$ cat src/rtl/core_pkg.sv
// rtl/core_pkg.sv - shared pc_src encodings and sequencer state type
package core_pkg;
  localparam logic [1:0] PC_SRC_PLUS4  = 2'd0;
  localparam logic [1:0] PC_SRC_TARGET = 2'd1;
  localparam logic [1:0] PC_SRC_ALU    = 2'd2;
  localparam logic [1:0] PC_SRC_PREV   = 2'd3;

  typedef enum logic [2:0] {
    ST_IDLE,
    ST_FETCH,
    ST_EXEC,
    ST_HALTED,
    ST_ERROR
  } seq_state_e;
endpackage

$ cat src/rtl/fetch_timer.sv
// rtl/fetch_timer.sv - loadable down-counter, expire asserted while the count is zero
module fetch_timer #(
  parameter int            W       = 4,
  parameter logic [W-1:0]  RST_VAL = '0
) (
  input  logic         clk,
  input  logic         rst,
  input  logic         load,
  input  logic [W-1:0] load_val,
  input  logic         dec,
  output logic         expire
);
  logic [W-1:0] cnt_q, cnt_d;

  always_comb begin
    cnt_d = cnt_q;
    if (load) begin
      cnt_d = load_val;
    end else if (dec && (cnt_q != '0)) begin
      cnt_d = cnt_q - 1'b1;
    end
  end

  always_ff @(posedge clk or posedge rst) begin
    if (rst) begin
      cnt_q <= RST_VAL;
    end else begin
      cnt_q <= cnt_d;
    end
  end

  assign expire = (cnt_q == '0);
endmodule

$ cat src/rtl/pc_seq_ctrl.sv
// rtl/pc_seq_ctrl.sv - fetch/execute sequencer driving pc_src and the PC load enable
module pc_seq_ctrl
  import core_pkg::*;
#(
  parameter int RESET_WAIT    = 1,
  parameter int FETCH_TIMEOUT = 8,
  parameter int CNT_W         = 32
) (
  input  logic             clk,
  input  logic             rst,
  output logic             imem_req,
  input  logic             imem_ack,
  input  logic             branch,
  input  logic             zero,
  input  logic             jump,
  input  logic             jalr,
  input  logic             stall,
  input  logic             halt,
  output logic [1:0]       pc_src,
  output logic             pc_en,
  output logic             instr_valid,
  output logic             fetch_timeout,
  output logic             halted,
  output logic [CNT_W-1:0] retired
);
  localparam int TMAX = (FETCH_TIMEOUT > RESET_WAIT) ? FETCH_TIMEOUT : RESET_WAIT;
  localparam int TW   = $clog2(TMAX + 1);
  localparam logic [TW-1:0] IDLE_LOAD  = TW'(RESET_WAIT - 1);
  localparam logic [TW-1:0] FETCH_LOAD = TW'(FETCH_TIMEOUT - 1);

  seq_state_e       state_q, state_d;
  logic             imem_req_q, imem_req_d;
  logic             instr_valid_q, instr_valid_d;
  logic             fetch_timeout_q, fetch_timeout_d;
  logic             halted_q, halted_d;
  logic [CNT_W-1:0] retired_q, retired_d;
  logic             idle_expire, fetch_expire, fetch_load;

  // IDLE wait: preset out of reset, so it never needs a load.
  fetch_timer #(.W(TW), .RST_VAL(IDLE_LOAD)) u_idle_timer (
    .clk      (clk),
    .rst      (rst),
    .load     (1'b0),
    .load_val (IDLE_LOAD),
    .dec      (state_q == ST_IDLE),
    .expire   (idle_expire)
  );

  assign fetch_load = (state_d == ST_FETCH) && (state_q != ST_FETCH);

  fetch_timer #(.W(TW), .RST_VAL(FETCH_LOAD)) u_fetch_timer (
    .clk      (clk),
    .rst      (rst),
    .load     (fetch_load),
    .load_val (FETCH_LOAD),
    .dec      (state_q == ST_FETCH),
    .expire   (fetch_expire)
  );

  always_comb begin
    pc_src = PC_SRC_PREV;
    pc_en  = 1'b0;
    if ((state_q == ST_EXEC) && !halt && !stall) begin
      pc_en = 1'b1;
      if (jalr) begin
        pc_src = PC_SRC_ALU;
      end else if (jump || (branch && zero)) begin
        pc_src = PC_SRC_TARGET;
      end else begin
        pc_src = PC_SRC_PLUS4;
      end
    end
  end

  always_comb begin
    state_d = state_q;
    case (state_q)
      ST_IDLE:  if (idle_expire) state_d = ST_FETCH;
      ST_FETCH: begin
        if (imem_ack) begin
          state_d = ST_EXEC;
        end else if (fetch_expire) begin
          state_d = ST_ERROR;
        end
      end
      ST_EXEC: begin
        if (halt) begin
          state_d = ST_HALTED;
        end else if (!stall) begin
          state_d = ST_FETCH;
        end
      end
      default:  state_d = state_q;
    endcase
    imem_req_d      = (state_d == ST_FETCH);
    instr_valid_d   = (state_q == ST_FETCH) && (state_d == ST_EXEC);
    fetch_timeout_d = (state_d == ST_ERROR);
    halted_d        = (state_d == ST_HALTED);
    retired_d       = retired_q + CNT_W'(pc_en);
  end

  always_ff @(posedge clk or posedge rst) begin
    if (rst) begin
      state_q         <= ST_IDLE;
      imem_req_q      <= 1'b0;
      instr_valid_q   <= 1'b0;
      fetch_timeout_q <= 1'b0;
      halted_q        <= 1'b0;
      retired_q       <= '0;
    end else begin
      state_q         <= state_d;
      imem_req_q      <= imem_req_d;
      instr_valid_q   <= instr_valid_d;
      fetch_timeout_q <= fetch_timeout_d;
      halted_q        <= halted_d;
      retired_q       <= retired_d;
    end
  end

  assign imem_req      = imem_req_q;
  assign instr_valid   = instr_valid_q;
  assign fetch_timeout = fetch_timeout_q;
  assign halted        = halted_q;
  assign retired       = retired_q;
endmodule

$ cat config.mk
export PLATFORM = sky130hd
export DESIGN_NAME = pc_seq_ctrl
export DESIGN_NICKNAME = d
export VERILOG_FILES = /design/src/rtl/core_pkg.sv /design/src/rtl/fetch_timer.sv /design/src/rtl/pc_seq_ctrl.sv
export SDC_FILE = /design/constraint.sdc
export NUM_CORES = 1
export LEC_CHECK = 0
export BUFFER_PORTS_ARGS = -buffer_cell sky130_fd_sc_hd__buf_2
export CAP_MARGIN = 20
export CORE_MARGIN = 3
export CORE_UTILIZATION = 37
export CTS_BUF_LIST = sky130_fd_sc_hd__clkbuf_16
export CTS_CLUSTER_SIZE = 10
export DETAILED_ROUTE_END_ITERATION = 16
export PLACE_DENSITY = 0.56
export REMOVE_ABC_BUFFERS = 1
export SLEW_MARGIN = 20
export SYNTH_ARGS = -nofsm -noshare
export SYNTH_HDL_FRONTEND = slang
export SYNTH_HIERARCHICAL = 1
export SYNTH_SLANG_ARGS = --single-unit
export TNS_END_PERCENT = 5
$ cat constraint.sdc
create_clock -name clk -period 4.55 [get_ports clk]
set_clock_uncertainty 0.15 [all_clocks]
set_input_delay 0.455 -clock clk [delete_from_list [all_inputs] [get_ports clk]]
set_output_delay 0.455 -clock clk [all_outputs]
set_load 0.01 [all_outputs]
==> run metrics, run 1 <==
static leakage=1.46 nW; clock-pin slew on the worst setup and hold paths=0.06 ns; Max Cap Viol=0; top cell family by delay on the critical path=simple AND/OR/NAND/NOR gates; status=complete, no violations; PD cells=378 nW/µm²; final setup fails=0; Final GP Congestion=0.750; drt pass-1 iters=4; grt ovf=0; # diodes=0; crit path kind=reg -> reg; post-synthesis async set-or-reset flop share=1.00; CTS Sinks=47; most frequent cell on the critical path=ha_1; Max H-tree Level=2; max-slew violations=0; Seq/Total Area, Yosys=0.500; clk_lat worst skew=0.28 ns; total global-route track usage=0.138; Yosys warnings=6; placed cells=340; Final Hold Fails=0; CP max stage delay=0.52 ns; DP HPWL=3.53 mm; core area=6060 µm²; Resize count post-CTS=0; crit path DAT=2.82 ns; Post-Syn Instances=212; die width=85.9 µm; FF+latch count, synth=47; initial core utilization=0.389; commonest non-fill, non-tap cell in the layout=buf_2; Fmax=0.357 GHz; fraction of layout cells with a size suffix above 1=0.274; CTS Hold Bufs=1; area of the die=7370 µm²; initial drt markers=109; first-pass GRT wire length=8.17 mm; most frequent cells in the layout=buf_2, dfrtp_1, xnor2_1; Inserted Clock Buffers=5; DRT antenna net count=0; wirelength, routed=4.71 mm; HP Class=in -> reg; fin cells=349; Nets=287; CP max stage cell=nor4_1; Crit path buffers/inverters=0; final setup TNS=0 ns; Final Cycle Share=0.616; RSZ-0062 raised after global routing=false; number of port buffers=47; DRC errors left=0; Worst Tran Pin Value=0.670 ns; vias after detailed routing=1750; Die Y=85.9 µm; TritonCTS clock tree=done; Worst slew margin=0.550; number of flops mapped to enable cells by yosys=0; post-synth cell types=41; IO Count=48; synthesized cell area=2360 µm²; Setup crit end kind=register; min cycle time layout=2.80 ns; Primary FF master, synth=dfrtp_1; Worst EP required=4.57 ns; # rows=28; largest net degree at the start of global routing=40; syn_area_per_cell=11.1 µm²; vias per cell=5.01; crit-path cells=nand2b_1 > nor4_1 > ha_1 > ha_1 > nand3_1 > nor4_4 > nand4_1 > xnor2_1; initial antenna violation count=0; CP Launch Type=register; Peak VDD IR=234 µV; area delta synth->final=21.4%; Post-CTS Setup Bufs=0; CP max FO=7; vias in the first global route=1737; CTS Buffer Depth=2; clk root buf=clkbuf_16; WL/cell=13.5 µm
cell type report:
type / count / area (µm²)
fill: 584 / 3200
sequential: 47 / 1180
multi-input combinational: 158 / 1150
timing repair buffer: 50 / 260
clock buffer: 5 / 125
tap: 75 / 93.8
inverter: 11 / 41.3
clock inverter: 3 / 11.3
power by group:
group / leakage [nW] / switching (mW) / internal (mW)
Clock: 0.0776 / 0.148 / 0.198
Combinational: 0.763 / 0.106 / 0.0923
Sequential: 0.619 / 0.0589 / 0.480
Total: 1.46 / 0.312 / 0.770
synthesized netlist by cell type, types with 3 or more instances:
library cell	number	share of area
nor4_1	4	0.011
inv_1	11	0.017
nor3_1	6	0.013
dfstp_2	3	0.033
a21oi_1	7	0.015
o21ai_1	5	0.011
nor2_1	9	0.014
nand2b_1	4	0.011
xnor2_1	23	0.085
ha_1	5	0.027
nand3_1	11	0.023
nand4_1	9	0.024
nor4_4	3	0.027
xor2_1	7	0.026
and3_1	4	0.011
dfrtp_1	44	0.47
nand2_1	17	0.027
path summary, 6_finish.rpt:
| kind | cells after the start | slack (ns) | from | to |
|---|---|---|---|---|
| hold reg to reg | 1 | 0.32 | retired[31] | retired[31] |
| min in group asynchronous | 3 | 0.48 | rst | u_idle_timer/cnt_q[2] |
| setup / recovery | 8 | 1.75 | state_q[0] | retired[28] |
| setup reg to reg | 8 | 1.75 | state_q[0] | retired[28] |
| max in group asynchronous | 4 | 3.18 | rst | retired[25] |
| hold / removal | 2 | 0.31 | imem_ack | instr_valid |
through the flow:
stage	power, mW	setup slack (ns)	area (µm²)	hold WS (ns)	utilization
floorplan	0.674	1.63	2370	0.0689	-
global placement	0.742	1.77	2720	0.233	0.448
detailed placement	0.746	1.67	2720	0.231	0.448
CTS	1.10	1.72	2860	0.311	0.473
global route	1.15	1.45	2860	0.336	0.473
finish	1.08	1.75	2860	0.313	0.473
cells by family after synthesis:
kind of cell / after synthesis / synth area share
AO/OA/AOI/OAI: 23 / 0.0620
AND/OR/NAND/NOR: 91 / 0.274
other: 2 / 0.00318
buffers and inverters: 14 / 0.0228
adder cells (fa/ha/maj): 5 / 0.0265
XOR/XNOR: 30 / 0.111
flip-flops: 47 / 0.500
metal layers:
metal | routed length [µm] | share of wire | global-route usage
met5 | 0 | 0 | 0
met4 | 32 | 0.0068 | 0.0518
met3 | 202 | 0.043 | 0.0269
met2 | 2250 | 0.48 | 0.221
met1 | 2230 | 0.47 | 0.183
flip-flops by register name (all words and copies together), names as in the netlist:
register / cells
fetch_timeout: 1
halted: 1
imem_req: 1
instr_valid: 1
retired: 32
state_q: 3
u_fetch_timer/cnt_q: 4
u_idle_timer/cnt_q: 4
(Power assumes the default switching activity.)
==> run 2, diff against run 1 <==
- ABC_AREA: unset -> 1
- PLACE_DENSITY: 0.56 -> 0.57
- clock period: 4.55 -> 2.3 ns (I/O delays scaled with it)
==> run 2 against run 1 <==
Sequential power rose by 110%. Register-to-register slack got worse by 1.6 ns. Non-clock buffer count rose by 9. Highest routed layer unchanged. Area after synthesis rose by 17%. Routed wire length rose by 30%. Sequential share of layout area fell by 7.1 points. Via count rose by 39%. Global-route usage rose by 1.4 points. Worst setup slack got worse by 1.6 ns. Utilization rose by 2.1 points. Critical endpoint is now retired[30]. Final area rose by 21%.
==> run metrics, run 2 <==
PD cells=780 nW/µm²; synthesized cell area=2770 µm²; clk_lat worst skew=0.29 ns; crit path kind=reg -> reg; CP max FO=6; WL/cell=11.2 µm; Final GP Congestion=0.864; DRT antenna net count=0; initial drt markers=55; Nets=460; most frequent cells after synthesis=nand2_1, nor2_1, dfrtp_1; Yosys warnings=6; initial antenna violation count=0; first-pass GRT wire length=10.5 mm; DRC errors left=0; Max H-tree Level=2; syn_area_per_cell=7.57 µm²; area delta synth->final=25.2%; max reg flops=32; drt pass-1 iters=4; most frequent cells in the layout=nand2_1, buf_2, nor2_1; crit path DAT=2.20 ns; Reg area=1180 µm²; grt ovf=0; clk root buf=clkbuf_16; status=complete, no violations; met1 GRT Util=0.175; fin cells=543; RSZ-0062 raised after global routing=true; clock-pin slew on the worst setup and hold paths=0.06 ns; hold path startpoint=imem_ack; hold path depth=3; Final Cycle Share=0.943; Max Cap Viol=0; Crit Reg-Reg Endpoint=retired[30]; min cycle time layout=2.17 ns; CTS Buffer Depth=2; Seq/Total Area, Yosys=0.426; placed cells=528; vias after detailed routing=2434; Yosys top cell area share=0.398; # diodes=0; Die Y=92.5 µm; DP HPWL=4.75 mm; Post-Syn Instances=366; number of port buffers=47; Synth area leader=dfrtp_1; Reg2Reg Depth=12; met2 Use GR=0.276; wirelength, routed=6.11 mm; total global-route track usage=0.151; Multi-input gate area=1530 µm²; initial core utilization=0.394; die width=92.5 µm; post-synth cell types=25; Peak VDD IR=457 µV; DP Worst Slack=0.0743 ns; grt met3 use=0.0276; Worst Setup Slack, final=0.130 ns; reg2reg setup slack=0.13 ns; HP Class=in -> reg; fillers=720; number of flops mapped to enable cells by yosys=0; top post-synthesis cells by area=dfrtp_1, nand2_1, nor2_1, inv_1, nand3b_1; vias in the first global route=2414; Fmax=0.461 GHz; vias per cell=4.48; Worst EP required=2.33 ns; Setup crit end kind=register; post-synthesis async set-or-reset flop share=1.00; area of the die=8560 µm²; fraction of layout cells with a size suffix above 1=0.260; Inserted Clock Buffers=5; CP Launch Type=register; # rows=30; Worst R2R Start=state_q[2]; Primary FF master, synth=dfrtp_1; max-slew violations=0; FF+latch count, synth=47; static leakage=1.88 nW; commonest non-fill, non-tap cell in the layout=nand2_1; gr busiest metal=met2; CTS Sinks=47; largest net degree at the start of global routing=35; core area=7020 µm²; top-count cell post-synth=nand2_1; TritonCTS clock tree=done; IO Count=48; Final Hold Fails=0; final setup fails=0; Hold Path End=instr_valid
run 2: changes by cell type after synthesis, sizes merged, moves of 12 or more:
| cell | before | now |
|---|---|---|
| nand4 | 13 | 1 |
| xnor2 | 23 | 5 |
| nand3b | 0 | 15 |
| nand2 | 17 | 147 |
| nor2 | 9 | 63 |
| inv | 11 | 39 |
run 2: how the worst max path moves through the flow:
stage | startpoint | to | slack [ns] | cells past startpoint
after floorplan | u_fetch_timer/cnt_q[0] | u_fetch_timer/cnt_q[3] | 0.007 | 14
after global routing | state_q[2] | retired[26] | -0.02 | 12
final | state_q[2] | retired[30] | 0.13 | 12
after CTS | state_q[0] | retired[30] | 0.04 | 12
after global placement | state_q[0] | retired[30] | 0.17 | 12
after detailed placement | state_q[0] | retired[30] | 0.07 | 12
run 2: kinds of logic after synthesis:
family	share of synthesized area
buffers and inverters	0.0583
other	0.00271
adder cells (fa/ha/maj)	0.0226
flip-flops	0.426
XOR/XNOR	0.0565
AO/OA/AOI/OAI	0.0127
AND/OR/NAND/NOR	0.421
run 2: report_power, final:
group | total, mW | internal (mW) | leakage (nW) | switching (mW)
clock network | 0.696 | 0.394 | 0.0724 | 0.302
logic | 0.891 | 0.377 | 1.18 | 0.514
registers | 1.12 | 0.984 | 0.624 | 0.134
total | 2.71 | 1.75 | 1.88 | 0.951
run 2: final cells by class:
class,count,share of cell area
Timing Repair Buffer,59,0.0982
Inverter,43,0.0466
Clock buffer,5,0.0361
Multi-Input combinational cell,290,0.440
Clock inverter,3,0.00361
Sequential cell,47,0.341
Tap cell,96,0.0346
run 2: worst max-delay path: stages, from the launching register on:
cell and delay (ns):
dfrtp_1 0.43, nor2_4 0.17, inv_1 0.08, nor3_2 0.21, ha_2 0.24, ha_4 0.14
nand2_2 0.08, nor2_8 0.20, nand2_4 0.09, nor2_4 0.11, nand2_1 0.06, nand2_1 0.05
nand2_1 0.04
run 2: metal layers:
metal	vias to the layer above	part of all wire
li1	1254	-
met1	1115	0.44
met2	54	0.49
met3	11	0.043
met4	0	0.022
met5	-	0
run 2: what timing repair did:
item	4_1_cts	5_1_grt
hold buffers	1	0
endpoints found under the setup margin	0	17
hold endpoints to repair	13	0
buffers inserted	0	6
gates resized for setup	0	12
run 2: stage by stage:
step | hold slack [ns] | TNS (ns) | util | power (mW) | instance area (µm²)
final | 0.115 | 0 | 0.494 | 2.71 | 3470
after global routing | 0.147 | -0.0705 | 0.494 | 2.93 | 3470
after CTS | 0.117 | 0 | 0.481 | 2.63 | 3370
after detailed placement | -0.000177 | 0 | 0.460 | 1.91 | 3230
after global placement | -0.00460 | 0 | 0.460 | 1.89 | 3230
after floorplan | -0.156 | 0 | - | 1.67 | 2820
